--- config.mk ---
export PLATFORM = sky130hd
export DESIGN_NAME = fsic_clock_rst_seq
export DESIGN_NICKNAME = d
export VERILOG_FILES = /design/src/rtl/fsic_clock_pkg.sv /design/src/rtl/fsic_rst_sync.sv /design/src/rtl/fsic_clock_rst_seq.sv
export SDC_FILE = /design/constraint.sdc
export NUM_CORES = 1
export LEC_CHECK = 0
export BUFFER_PORTS_ARGS = -buffer_cell sky130_fd_sc_hd__buf_4
export CORE_AREA = 3 3 53 55
export CTS_CLUSTER_DIAMETER = 50
export DETAILED_ROUTE_END_ITERATION = 7
export DIE_AREA = 0 0 56 58
export SLEW_MARGIN = 10
export SYNTH_ARGS = -nofsm -noshare
export SYNTH_HDL_FRONTEND = slang
export SYNTH_SLANG_ARGS = --single-unit
export TNS_END_PERCENT = 100
--- constraint.sdc ---
create_clock -name in -period 2.1 [get_ports in]
set_input_delay 0.105 -clock in [delete_from_list [all_inputs] [get_ports in]]
set_output_delay 0.105 -clock in [all_outputs]
set_load 0.02 [all_outputs]
--- src/rtl/fsic_clock_pkg.sv ---
// Purpose: shared FSM encodings and default parameter values for the FSIC clock tree.
// Latency: n/a (declarations only).
// Backpressure: n/a.
//
// Contents: ST_* state encodings (STATE_W bits), the state_t enum built on them,
// and the *_DEF default values used by fsic_clock_rst_seq and fsic_rst_sync.
package fsic_clock_pkg;

    localparam int STATE_W = 3;

    localparam logic [STATE_W-1:0] ST_HOLD  = 3'd0;
    localparam logic [STATE_W-1:0] ST_WAIT  = 3'd1;
    localparam logic [STATE_W-1:0] ST_RUN   = 3'd2;
    localparam logic [STATE_W-1:0] ST_SWRST = 3'd3;
    localparam logic [STATE_W-1:0] ST_ERR   = 3'd4;

    typedef enum logic [STATE_W-1:0] {
        S_HOLD  = ST_HOLD,
        S_WAIT  = ST_WAIT,
        S_RUN   = ST_RUN,
        S_SWRST = ST_SWRST,
        S_ERR   = ST_ERR
    } state_t;

    localparam int SYNC_STAGES_DEF = 2;
    localparam int HOLD_CYCLES_DEF = 8;
    localparam int LOCK_EDGES_DEF  = 4;
    localparam int TIMEOUT_DEF     = 64;
    localparam int CNT_W_DEF       = 8;

endpackage

--- src/rtl/fsic_rst_sync.sv ---
// Purpose: async-assert / sync-deassert reset synchronizer, reusable across FSIC domains.
// Latency: assertion immediate; deassertion visible on rst_s after SYNC_STAGES edges of in.
// Backpressure: none.
//
// Ports:
//   in      clock of the destination domain
//   resetb  raw asynchronous reset, active-low
//   rst_s   synchronized reset release, high once the chain has filled with ones
module fsic_rst_sync
    import fsic_clock_pkg::*;
#(
    parameter int SYNC_STAGES = SYNC_STAGES_DEF
) (
    input  logic in,
    input  logic resetb,
    output logic rst_s
);

    logic [SYNC_STAGES-1:0] sync_q;

    always_ff @(posedge in or negedge resetb) begin
        if (!resetb) begin
            sync_q <= '0;
        end else begin
            sync_q <= {sync_q[SYNC_STAGES-2:0], 1'b1};
        end
    end

    assign rst_s = sync_q[SYNC_STAGES-1];

endmodule

--- src/rtl/fsic_clock_rst_seq.sv ---
// Purpose: reset sequencer ahead of fsic_clock_div: releases the divider, confirms div_clk toggles, then releases the core.
// Latency: div_resetb rises SYNC_STAGES+HOLD_CYCLES cycles after resetb; core release one cycle after the LOCK_EDGES-th div_clk rise.
// Backpressure: none; software reset is a 4-phase level handshake on sw_rst_req/sw_rst_ack.
//
// Ports:
//   in          source clock (same as the divider's input clock)
//   resetb      asynchronous active-low reset
//   sw_rst_req  software reset request (level)
//   div_clk     divider output, synchronous to in
//   div_resetb  divider reset, active-low
//   core_resetb divided-clock core reset, active-low
//   ready       high while in RUN
//   sw_rst_ack  software reset acknowledge
//   lock_err    sticky "div_clk never toggled" flag
//
// Build option: define FSIC_RST_TIMEOUT_EN to add the lock timeout (tcnt, ERR state,
// live lock_err). Without it WAIT waits indefinitely and lock_err is tied low.
module fsic_clock_rst_seq
    import fsic_clock_pkg::*;
#(
    parameter int SYNC_STAGES = SYNC_STAGES_DEF,
    parameter int HOLD_CYCLES = HOLD_CYCLES_DEF,
    parameter int LOCK_EDGES  = LOCK_EDGES_DEF,
    parameter int TIMEOUT     = TIMEOUT_DEF,
    parameter int CNT_W       = CNT_W_DEF
) (
    input  logic in,
    input  logic resetb,
    input  logic sw_rst_req,
    input  logic div_clk,
    output logic div_resetb,
    output logic core_resetb,
    output logic ready,
    output logic sw_rst_ack,
    output logic lock_err
);

    localparam int CNT_MAX = (2 ** CNT_W) - 1;

    // Every count limit must be representable in the shared counter width.
    if (HOLD_CYCLES > CNT_MAX || LOCK_EDGES > CNT_MAX || TIMEOUT > CNT_MAX) begin : g_cnt_w_check
        $error("fsic_clock_rst_seq: CNT_W too narrow for HOLD_CYCLES/LOCK_EDGES/TIMEOUT");
    end

    logic             rst_s;
    state_t           state_q, state_d;
    logic [CNT_W-1:0] cnt_q, cnt_d;
    logic             div_clk_q;
    logic             div_edge;
    logic             div_resetb_d, core_resetb_d, ready_d, sw_rst_ack_d;
`ifdef FSIC_RST_TIMEOUT_EN
    logic [CNT_W-1:0] tcnt_q, tcnt_d;
    logic             lock_err_d;
`endif

    fsic_rst_sync #(
        .SYNC_STAGES (SYNC_STAGES)
    ) u_rst_sync (
        .in     (in),
        .resetb (resetb),
        .rst_s  (rst_s)
    );

    // div_clk is synchronous to in, so a single register is enough for edge detection.
    assign div_edge = div_clk & ~div_clk_q;

    always_comb begin
        state_d = state_q;
        cnt_d   = cnt_q;
`ifdef FSIC_RST_TIMEOUT_EN
        tcnt_d     = tcnt_q;
        lock_err_d = lock_err;
`endif

        // Until the synchronized release arrives the whole sequencer is frozen.
        if (rst_s) begin
            case (state_q)
                S_HOLD: begin
`ifdef FSIC_RST_TIMEOUT_EN
                    tcnt_d = '0;
`endif
                    if (cnt_q == CNT_W'(HOLD_CYCLES - 1)) begin
                        cnt_d   = '0;
                        state_d = S_WAIT;
                    end else if (cnt_q != '1) begin
                        cnt_d = cnt_q + 1'b1;
                    end
                end

                S_WAIT: begin
                    if (div_edge && cnt_q != '1) begin
                        cnt_d = cnt_q + 1'b1;
                    end
                    // A lock on the same cycle as the timeout wins.
                    if (div_edge && cnt_q == CNT_W'(LOCK_EDGES - 1)) begin
                        state_d = S_RUN;
                    end
`ifdef FSIC_RST_TIMEOUT_EN
                    else if (tcnt_q == CNT_W'(TIMEOUT - 1)) begin
                        lock_err_d = 1'b1;
                        state_d    = S_ERR;
                    end else if (tcnt_q != '1) begin
                        tcnt_d = tcnt_q + 1'b1;
                    end
`endif
                end

                S_RUN: begin
                    if (sw_rst_req) begin
                        state_d = S_SWRST;
                    end
                end

                S_SWRST: begin
                    if (!sw_rst_req) begin
                        cnt_d   = '0;
                        state_d = S_HOLD;
                    end
                end

`ifdef FSIC_RST_TIMEOUT_EN
                S_ERR: begin
                    if (sw_rst_req) begin
                        lock_err_d = 1'b0;
                        state_d    = S_SWRST;
                    end
                end
`endif

                default: begin
                    cnt_d   = '0;
                    state_d = S_HOLD;
                end
            endcase
        end

        // Outputs are a decode of the next state, registered alongside it, so every
        // output changes on the same edge as the transition that implies it.
        div_resetb_d  = (state_d == S_WAIT) || (state_d == S_RUN) || (state_d == S_ERR);
        core_resetb_d = (state_d == S_RUN);
        ready_d       = (state_d == S_RUN);
        sw_rst_ack_d  = (state_d == S_SWRST);
    end

    always_ff @(posedge in or negedge resetb) begin
        if (!resetb) begin
            state_q     <= S_HOLD;
            cnt_q       <= '0;
            div_clk_q   <= 1'b0;
            div_resetb  <= 1'b0;
            core_resetb <= 1'b0;
            ready       <= 1'b0;
            sw_rst_ack  <= 1'b0;
        end else begin
            state_q     <= state_d;
            cnt_q       <= cnt_d;
            div_clk_q   <= div_clk;
            div_resetb  <= div_resetb_d;
            core_resetb <= core_resetb_d;
            ready       <= ready_d;
            sw_rst_ack  <= sw_rst_ack_d;
        end
    end

`ifdef FSIC_RST_TIMEOUT_EN
    always_ff @(posedge in or negedge resetb) begin
        if (!resetb) begin
            tcnt_q   <= '0;
            lock_err <= 1'b0;
        end else begin
            tcnt_q   <= tcnt_d;
            lock_err <= lock_err_d;
        end
    end
`else
    assign lock_err = 1'b0;
`endif

endmodule

Word level (Yosys, flattened, before mapping)
Cells that the tools add are included.
Widths: inputs -> output; s select.
{ "totals": {"reg_bits": 17, "in_bits": 4} }
{ "op_classes": {"n_addsub": 1, "n_eq_ne": 13, "mux": 11, "bitwise": 3, "reduce_logical": 6} }
{ "op_table": {"columns": ["cell", "count"], "rows": [
  ["$mux 8", 4],
  ["$pmux 8 s4", 1],
  ["$mux 3", 5],
  ["$eq 3x2->1 const B", 4],
  ["$pmux 3 s4", 1],
  ["$add 8x1->8 const B", 1],
  ["$eq 8x2->1 const B", 1],
  ["$eq 8x3->1 const B", 1],
  ["$ne 8x8->1 const B", 1],
  ["$eq 3x1->1 const B", 2],
  ["$reduce_and 5->1", 1],
  ["$ne 2x2->1 const B", 2],
  ["$eq 3x3->1 const B", 1],
  ["$logic_not 3->1", 1],
  ["$ne 3x3->1 const B", 1],
  ["$logic_and 1x1->1", 2],
  ["$logic_or 1x1->1", 2],
  ["$not 1->1", 2],
  ["$and 1x1->1", 1]
]} }

Depth between registers and ports, before layout
Gate-level depths: netlist (run 1).
{ "logic_depth": {"word_depth": 9, "ltp_mapped": 6, "ltp_nobuf": 6} }

By module
A second synthesis (run 1) with hierarchy kept.
{ "hier_totals": {"hier_cells": 96, "hier_area_um2": 920.9} }
{ "by_module_without_submodules": {"columns": ["mod", "n_inst", "cells_per_inst", "area_each_um2"], "rows": [
  ["fsic_clock_rst_seq", 1, 93, 867.1],
  ["fsic_rst_sync", 1, 3, 53.8]
]} }

Worst setup path before layout (run 1)
OpenSTA, ideal clock, no wires.
{ "synth_path": {"path_kind": "reg-to-reg", "from": "register cnt_q[3]", "to": "register cnt_q[0]", "setup_time_ns": 0.118, "arrival_ns": 1.743, "t_required_ns": 1.982, "slack_ns": 0.239, "path_stages_with_launch": 6, "cell_sequence": "dfrtp_1 or4_4 nor4_4 nor3_2 a21o_1 a21o_1"} }
{ "synth_between": {"elab_chain_cells": 4, "word_cells_on_any_way": 8} }
{ "synth_rtl": {"columns": ["item", "line_no", "rtl"], "rows": [
  ["start: declaration", "fsic_clock_rst_seq.sv:47", "logic [CNT_W-1:0] cnt_q, cnt_d;"],
  ["start signal: assignment", "fsic_clock_rst_seq.sv:156", "cnt_q <= cnt_d;"],
  ["$ne 8x8->1", "fsic_clock_rst_seq.sv:85, fsic_clock_rst_seq.sv:91", null],
  ["$logic_and 1x1->1", "fsic_clock_rst_seq.sv:91", "if (div_edge && cnt_q != '1) begin"],
  ["$ne 2x2->1 (no line)", null, null],
  ["$reduce_and 5->1 (no line)", null, null]
]} }
Several ways; a longest one is shown, not always the timed one.
A chain may end at the register's enable or synchronous reset.

Final worst setup path (run 1)
Same ends and word-level chain as after synthesis.

==> run_results.csv, run 1 <==
group,metric,value,unit
run_status,status,"finished, final reports clean",
global_routing,antenna_found_initial,0,
global_routing,top_usage_layer,"met2",
timing,clock.fmax,489,MHz
timing,skew,0.00448,ns
global_routing,grt_pass1_wl,3260,um
clocking,cts_sinks,17,
floorplan,die_h,58,um
setup_path,required,2.29,ns
global_routing,grt_util_met3,2.67,%
power_and_ir_drop,switching_power,0.332,mW
timing,hold_viol,0,
setup_path,crit_start,"cnt_q[3]",
finish,final_layout_size_suffix_gt1_share,16.8,%
synth,synthTopCellsByArea,"dfrtp_1 46%, nand2_1 4.5%, nand2b_1 4.1%, nand3_1 2.7%, nor2b_1 2.7%",
synth,synth_top_area_share,45.9,%
timing,slew_viol_final,0,
drt,firstDrtPassIters,4,
finish,final_cells,143,
synth,yosysWarningCount,0,
power_and_ir_drop,vdd_drop_max,0.377,mV
drt,route.detailed.drc,0,
synth,syn_area_per_cell,9.17,um2
setup_path,crit_arrival,2.23,ns
synth,synthCells,101,
synth,synth.most_common_cell,"dfrtp_1",
setup_path,rrSetupSlack,0.05,ns
global_routing,grt_usage,12.7,%
synth,async_flop_share,100,%
power_and_ir_drop,pwr-share-comb,30.0,%
synth,synth_area,926,um2
synth,ys_top_cells_by_count,"17 x dfrtp_1, 11 x nand2_1, 6 x nand2b_1",
timing,timing.final.crit_share,97.5,%
flow_run,cap_violations,0,
drt,routed-via-count,774,
finish,fill_cells,251,
drt,drt-total-wl,1950,um
setup_path,endpoint,"cnt_q[0]",
worst_hold_path,hp-class,"primary input to asynchronous set/reset pin",
clocking,clk_pin_slew,0.10,ns
setup_path,start_kind,"flop",
setup_path,timing.rr.start,"cnt_q[3]",
setup_path,crit_type,"flop to flop",
timing,tightest_slew,0.794,ns
clocking,cts_tree,"built",
timing,min_period,2.05,ns
synth,synth_top_cell_by_area,"dfrtp_1",
placement,portBuffers,7,
finish,areaGrowthSynthToFinish,16.9,%
setup_path,worstPathMaxFanout,8,
drt,routedWlPerCell,13.6,um
placement,hpwl,1370,um
finish,num-nets-final,119,
placement,placed_area,1010,um2
floorplan,initial_utilization,38.1,%
clocking,clk-insertion-delay-late,0.29,ns
power_and_ir_drop,sw_frac_of_total,36.0,%
floorplan,die_width,56,um
power_and_ir_drop,pwr-share-clk,19.3,%
placement,post-place-cells,136,
power_and_ir_drop,seqPwrFrac,50.7,%
timing,final-setup-viol-count,0,
floorplan,coreArea,2430,um2
clocking,root_buffer,"clkbuf_4",
finish,final_area,1080,um2
clocking,cts_buffers,3,
finish,utilization,44.5,%
power_and_ir_drop,p_per_area,851,nW/um2
synth,synth-main-ff-cell,"dfrtp_1",
clocking,clockBufferDepth,2,
drt,postRouteAntennaNets,0,
power_and_ir_drop,power,0.921,mW
power_and_ir_drop,p_int,0.589,mW
placement,gp_congestion,0.863,
timing,relSlewSlack,46.7,%
floorplan,die_area,3250,um2
setup_path,reg2regPathDepth,6,
synth,synth_seq_cells,17,
finish,antennaDiodeCount,0,
global_routing,grt_max_degree,18,
setup_path,end_kind,"flop",
global_routing,first_global_vias,724,
floorplan,fp-row-count,18,
global_routing,grt_overflow,0,
setup_path,crit-reg2reg-capture,"cnt_q[0]",
clocking,htree_num_levels,1,
global_routing,grt_util_met1,17.5,%
synth,synth_cell_type_count,35,
global_routing,grt.met2_usage,19.7,%
power_and_ir_drop,p_leak,0.491,nW
synth,synth_edf_count,0,
synth,synth-seq-area-share,45.9,%
drt,drt_iter0_drc,23,
drt,via_per_inst,5.41,
synth,syn_nets,106,
floorplan,ios,9,
==> layout make-up <==
| class | count | area [um2] | area share [%] |
|---|---|---|---|
| sequential | 17 | 427 | 39.4 |
| tap | 30 | 37.5 | 3.47 |
| multi-input combinational | 75 | 478 | 44.2 |
| timing repair buffer | 12 | 95.1 | 8.79 |
| inverter | 5 | 18.8 | 1.73 |
| clock buffer | 4 | 26.3 | 2.43 |
==> layout by cell type (no fill, tap or decap), drive strengths merged <==
cell type    count
o41ai            1
nor4             4
and2             2
buf             10
nand2b           6
nand3            5
conb             2
o22ai            2
nand2           11
dlygate4sd3      2
and3             2
nor2             5
o21bai           1
or4              3
ha               1
nor2b            4
o2bb2ai          1
a31oi            3
dfrtp           17
nor3             4
a21o             2
or3              1
a21oi            4
a211oi           1
inv              5
o21ai            4
clkbuf           4
o22a             1
nand4            3
a22o             1
o211ai           1
==> layer usage <==
metal | wire (um) | vias to the layer above | share of wire [%]
li1 | - | 387 | -
met1 | 948 | 370 | 49
met2 | 908 | 13 | 47
met3 | 63 | 4 | 3.2
met4 | 24 | 0 | 1.2
met5 | 0 | - | 0
==> registers in the layout, summed over array words and instances, names as in the netlist <==
| register | count |
|---|---|
| cnt_q | 8 |
| ready | 1 |
| div_resetb | 1 |
| sw_rst_ack | 1 |
| u_rst_sync.sync_q | 2 |
| div_clk_q | 1 |
| state_q | 3 |
==> cells by family after synthesis <==
family | share of synthesized area [%]
AO/OA/AOI/OAI | 15.5
other | 0.811
AND/OR/NAND/NOR | 31.9
buffers and inverters | 4.46
adder cells (fa/ha/maj) | 1.35
flip-flops | 45.9
==> how the worst min path moves through the flow <==
stage | start | to | slack (ns)
finish | resetb | cnt_q[7] | 0.21
global route | resetb | cnt_q[7] | 0.22
CTS | resetb | cnt_q[7] | 0.21
detailed placement | resetb | cnt_q[4] | -0.02
global placement | resetb | cnt_q[4] | -0.02
floorplan | resetb | cnt_q[0] | -0.19
==> timing repair <==
action | 4_1_cts | 5_1_grt
hold endpoints to repair | 18 | 0
hold buffers | 2 | 0
resized for setup | 0 | 4
setup endpoints to repair | 0 | 4
buffers inserted | 0 | 1
==> per-stage QoR <==
step | setup WS [ns] | hold slack, ns | setup TNS [ns]
final | 0.0535 | 0.206 | 0
after CTS | 0.0706 | 0.210 | 0
after global routing | -0.0162 | 0.220 | -0.0250
after detailed placement | 0.106 | -0.0158 | 0
after floorplan | 0.239 | -0.191 | 0
after global placement | 0.161 | -0.0193 | 0
==> critical path, cell delays in order, from the launching register on <==
cell     delay [ns]
dfrtp_2        0.46
or4_4          0.58
nor4_4         0.28
buf_4          0.19
nor3_4         0.06
a21o_1         0.19
a21o_1         0.18
==> power groups by stage <==
stage | Sequential [mW] | Combinational [mW] | Clock [mW]
3_3_place_gp | 0.471 | 0.262 | 0
6_report | 0.467 | 0.276 | 0.178
5_1_grt | 0.478 | 0.313 | 0.199
3_5_place_dp | 0.471 | 0.268 | 0
2_1_floorplan | 0.470 | 0.183 | 0
4_1_cts | 0.465 | 0.271 | 0.184
No activity file was read; power rests on OpenSTA's default activity.
==> run 2, diff against run 1 <==
--- a/config.mk
+++ b/config.mk
@@ -5,7 +5,7 @@
 export SDC_FILE = /design/constraint.sdc
 export NUM_CORES = 1
 export LEC_CHECK = 0
-export BUFFER_PORTS_ARGS = -buffer_cell sky130_fd_sc_hd__buf_4
+export BUFFER_PORTS_ARGS = -buffer_cell sky130_fd_sc_hd__clkbuf_2
 export CORE_AREA = 3 3 53 55
 export CTS_CLUSTER_DIAMETER = 50
 export DETAILED_ROUTE_END_ITERATION = 7
==> run 2 against run 1 <==
- sequential power about the same
- die area unchanged
- critical path depth did not move
- wire length shrank 0.87%
- global-route usage is 0.66 points higher
- combinational power shrank 4%
- setup slack better by 0.040 ns
- final area decreased by 2.5%
- non-clock buffer count increased by 1
- fmax increased by 2.0%
- critical path type unchanged
- critical endpoint unchanged
- largest power group unchanged
==> run_results.csv, run 2 (synthesis gave the netlist of run 1 again) <==
group,metric,value,unit
drt,firstDrtPassIters,4,
drt,route.detailed.drc,0,
setup_path,worstPathMaxFanout,8,
finish,layout_commonest_cell,"dfrtp_1",
setup_path,reg2regPathDepth,6,
floorplan,die_area,3250,um2
finish,antennaDiodeCount,0,
global_routing,antenna_found_initial,0,
setup_path,crit_arrival,2.20,ns
finish,final_cells,144,
floorplan,die_h,58,um
worst_hold_path,hp-class,"primary input to flop",
flow_run,cap_violations,0,
finish,reg_top3,"cnt_q (8), state_q (3), u_rst_sync.sync_q (2)",
placement,portBuffers,7,
timing,relSlewSlack,47.5,%
floorplan,coreArea,2430,um2
finish,final_area,1050,um2
timing,final-setup-viol-count,0,
placement,gp_congestion,0.858,
global_routing,first_global_vias,763,
timing,min_period,2.01,ns
drt,via_per_inst,5.40,
clocking,cts_buffers,3,
power_and_ir_drop,p_leak,0.483,nW
timing,tightest_slew,0.782,ns
clocking,cts_tree,"built",
finish,final_cell_mix,"16 x dfrtp_1, 11 x nand2_1, 7 x clkbuf_2",
timing,clock.fmax,498,MHz
timing,timing.final.crit_share,95.5,%
worst_hold_path,whs_path_depth,5,
timing,slew_viol_final,0,
setup_path,start_kind,"flop",
clocking,root_buffer,"clkbuf_4",
power_and_ir_drop,vdd_drop_max,0.393,mV
run_status,status,"finished, final reports clean",
placement,hpwl,1410,um
floorplan,initial_utilization,38.1,%
drt,routed-via-count,777,
clocking,clk-insertion-delay-late,0.29,ns
global_routing,grt_usage,13.4,%
finish,areaGrowthSynthToFinish,13.9,%
drt,routedWlPerCell,13.4,um
clocking,clk_pin_slew,0.11,ns
clocking,htree_num_levels,1,
timing,hold_viol,0,
finish,top_register,"cnt_q",
floorplan,die_width,56,um
placement,post-place-cells,137,
drt,postRouteAntennaNets,0,
setup_path,crit_type,"flop to flop",
drt,drt-total-wl,1930,um
global_routing,grt_overflow,0,
timing,setup_tns,0,ns
timing,rsz0062_at_grt,"no",
power_and_ir_drop,p_per_area,860,nW/um2
finish,num-nets-final,120,
setup_path,end_kind,"flop",
global_routing,grt_pass1_wl,3460,um
timing,skew,0.00657,ns
clocking,clockBufferDepth,2,
placement,placed_area,998,um2
global_routing,grt_max_degree,18,
floorplan,fp-row-count,18,
clocking,cts_sinks,17,
floorplan,ios,9,
finish,final_layout_size_suffix_gt1_share,17.5,%
drt,drt_iter0_drc,45,
setup_path,required,2.29,ns
finish,multi_input_area,459,um2
finish,seq_area,427,um2
finish,fill_cells,250,
finish,largest_reg_flops,8,
## run 2: metal layers
| layer | up-vias | global-route usage, % | share of wire [%] |
|---|---|---|---|
| met5 | - | 0 | 0 |
| met4 | 0 | 5.08 | 0.93 |
| met3 | 2 | 2.67 | 4.5 |
| met2 | 18 | 21.0 | 47 |
| met1 | 371 | 18.3 | 48 |
| li1 | 386 | - | - |
## run 2: critical path: stages (launching register included)
cell	delay, ns
dfrtp_2	0.46
or4_4	0.57
nor4_4	0.27
buf_4	0.18
nor3_2	0.07
a21o_1	0.20
a21o_1	0.18
## run 2: final timing paths
check | startpoint | end | slack, ns
max | cnt_q[3] | cnt_q[0] | 0.09
min | sw_rst_req | state_q[0] | 0.25
min in group asynchronous | resetb | state_q[0] | 0.27
max in group asynchronous | resetb | cnt_q[3] | 1.50
max reg2reg | cnt_q[3] | cnt_q[0] | 0.09
min reg2reg | u_rst_sync.sync_q[0] | u_rst_sync.sync_q[1] | 0.36
## run 2: what timing repair did
item / in CTS / in global routing
gates resized for setup: 0 / 1
setup buffers: 0 / 1
setup endpoints to repair: 0 / 3
hold buffers: 2 / 0
hold endpoints to repair: 18 / 0
## run 2: per-stage QoR
step / total power [mW] / util, % / hold slack, ns / setup slack (ns)
2_1_floorplan: 0.653 / - / -0.191 / 0.239
3_3_place_gp: 0.729 / 41.0 / 0.0651 / 0.163
3_5_place_dp: 0.733 / 41.0 / 0.0645 / 0.103
4_1_cts: 0.914 / 43.0 / 0.238 / 0.0802
5_1_grt: 0.981 / 43.4 / 0.264 / 0.0141
6_report: 0.907 / 43.4 / 0.247 / 0.0936
## run 2: power by group
part           switching [mW]  total, mW  internal [mW]
registers              0.0734      0.468          0.395
logic                   0.147      0.264          0.117
clock network           0.104      0.175         0.0707
## run 2: final cells by class
type                            instances  area share, %
Clock buffer                            3           2.14
Timing Repair Buffer                   13           8.07
Clock inverter                          1          0.474
Multi-Input combinational cell         75           43.5
Sequential cell                        17           40.5
Tap cell                               30           3.56
Inverter                                5           1.78
==> run 3, diff against run 2 <==
==> constraint.sdc (replaced) <==
create_clock -name in -period 2.1 [get_ports in]
set_input_delay 0.315 -clock in [delete_from_list [all_inputs] [get_ports in]]
set_output_delay 0.315 -clock in [all_outputs]
set_load 0.02 [all_outputs]
==> run 3 against run 2 <==
- non-clock buffer count fell by 1
- power fell by 0.13%
- wire length rose by 0.10%
- hold slack got worse by 0.097 ns
- count of clock-buffer cells in the layout did not move
- utilization fell by 0.41 points
- setup slack improved by 0.00053 ns
- sequential share of layout area rose by 0.39 points
- register-to-register slack barely moved
- critical endpoint unchanged
==> run_results.csv, run 3 (synthesis gave the netlist of run 1 again) <==
group,metric,value,unit
setup_path,crit_family,"simple AND/OR/NAND/NOR gates",
global_routing,grt_overflow,0,
drt,routedWlPerCell,13.5,um
finish,top_register,"cnt_q",
worst_hold_path,hp-class,"primary input to flop",
run_status,status,"finished, final reports clean",
timing,skew,0.00657,ns
finish,final_layout_size_suffix_gt1_share,17.7,%
timing,timing.final.crit_share,95.5,%
setup_path,worstPathMaxFanout,8,
global_routing,grt_pass1_wl,3460,um
global_routing,antenna_found_initial,0,
global_routing,top_usage_layer,"met2",
finish,antennaDiodeCount,0,
clocking,root_buffer,"clkbuf_4",
setup_path,crit_arrival,2.20,ns
timing,relSlewSlack,47.5,%
drt,drt-total-wl,1930,um
floorplan,die_width,56,um
drt,drt_iter0_drc,44,
floorplan,die_h,58,um
power_and_ir_drop,p_per_area,867,nW/um2
placement,portBuffers,7,
global_routing,grt.met2_usage,21.0,%
power_and_ir_drop,p_leak,0.479,nW
flow_run,cap_violations,0,
drt,firstDrtPassIters,4,
finish,layout_commonest_cell,"dfrtp_1",
timing,min_period,2.01,ns
drt,via_per_inst,5.43,
clocking,clockBufferDepth,2,
global_routing,grt_max_degree,18,
global_routing,grt_usage,13.4,%
setup_path,crit_type,"flop to flop",
floorplan,die_area,3250,um2
clocking,htree_num_levels,1,
setup_path,start_kind,"flop",
timing,clock.fmax,499,MHz
finish,num-nets-final,119,
global_routing,grt_util_met3,2.67,%
finish,largest_reg_flops,8,
setup_path,cp_cell_sequence,"or4_4 > nor4_4 > buf_4 > nor3_2 > a21o_1 > a21o_1",
finish,reg_top3,"cnt_q (8), state_q (3), u_rst_sync.sync_q (2)",
clocking,cts_sinks,17,
placement,gp_congestion,0.858,
power_and_ir_drop,vdd_drop_max,0.392,mV
floorplan,coreArea,2430,um2
timing,hold_ws,0.150,ns
setup_path,cpMaxStageDelayCell,"or4_4",
drt,routed-via-count,776,
clocking,clk-insertion-delay-late,0.29,ns
timing,tightest_slew,0.782,ns
drt,postRouteAntennaNets,0,
setup_path,crit_top_cell,"a21o_1",
global_routing,grt_util_met1,18.3,%
floorplan,fp-row-count,18,
finish,final_cell_mix,"16 x dfrtp_1, 11 x nand2_1, 7 x clkbuf_2",
setup_path,required,2.29,ns
clocking,cts_tree,"built",
floorplan,ios,9,
setup_path,end_kind,"flop",
floorplan,initial_utilization,38.1,%
power_and_ir_drop,power,0.906,mW
timing,hold_viol,0,
clocking,cts_buffers,3,
placement,hpwl,1410,um
timing,final-setup-viol-count,0,
clocking,clk_pin_slew,0.11,ns
global_routing,first_global_vias,757,
timing,slew_viol_final,0,
timing,setup_tns,0,ns
timing,rsz0062_at_grt,"no",
finish,areaGrowthSynthToFinish,12.8,%
drt,route.detailed.drc,0,
setup_path,timing.critical_path.slowest_cell_delay,0.57,ns
setup_path,critPathBufInv,1,
==> run 3: cell types whose count changed in the layout (fill, tap and decap cells not counted) <==
cell           previous run  this run
dlygate4sd3_1             2         1
==> run 3: where the power goes <==
group | internal (mW) | switching, mW
clock network | 0.0707 | 0.104
logic | 0.115 | 0.148
registers | 0.395 | 0.0734
total | 0.581 | 0.325
==> run 3: layout make-up <==
class                      instances  area, um2
clock inverter                     1       5.00
sequential                        17        427
inverter                           5       18.8
clock buffer                       3       22.5
tap                               30       37.5
multi-input combinational         75        459
fill                             251       1390
timing repair buffer              12       75.1
==> run 3: metrics by stage <==
step	instances	worst slack [ns]	utilization (%)	instance area (um2)
global placement	137	0.163	41.0	998
detailed placement	137	0.103	41.0	998
global route	143	0.0141	43.0	1040
finish	143	0.0941	43.0	1040
floorplan	101	0.239	-	926
CTS	142	0.0802	42.6	1040
==> run 3: path summary, 6_finish.rpt <==
| path | startpoint | end | cells after the start | slack, ns |
|---|---|---|---|---|
| max | cnt_q[3] | cnt_q[0] | 6 | 0.09 |
| max reg2reg | cnt_q[3] | cnt_q[0] | 6 | 0.09 |
| min reg2reg | u_rst_sync.sync_q[0] | u_rst_sync.sync_q[1] | 0 | 0.36 |
| min | div_clk | div_clk_q | 1 | 0.15 |
| min in group asynchronous | resetb | state_q[0] | 2 | 0.48 |
| max in group asynchronous | resetb | cnt_q[3] | 2 | 1.29 |
==> run 3: routing by layer <==
layer  part of all wire, %  wire (um)
met5                     0          0
met3                   4.1         80
met2                    47        906
met4                  0.93         18
met1                    48        925
==> run 3: what timing repair did <==
item                                    in CTS  in global routing
endpoints found under the hold margin       17                  0
hold buffers                                 1                  0
endpoints found under the setup margin       0                  3
gates resized for setup                      0                  1
setup buffers                                0                  1
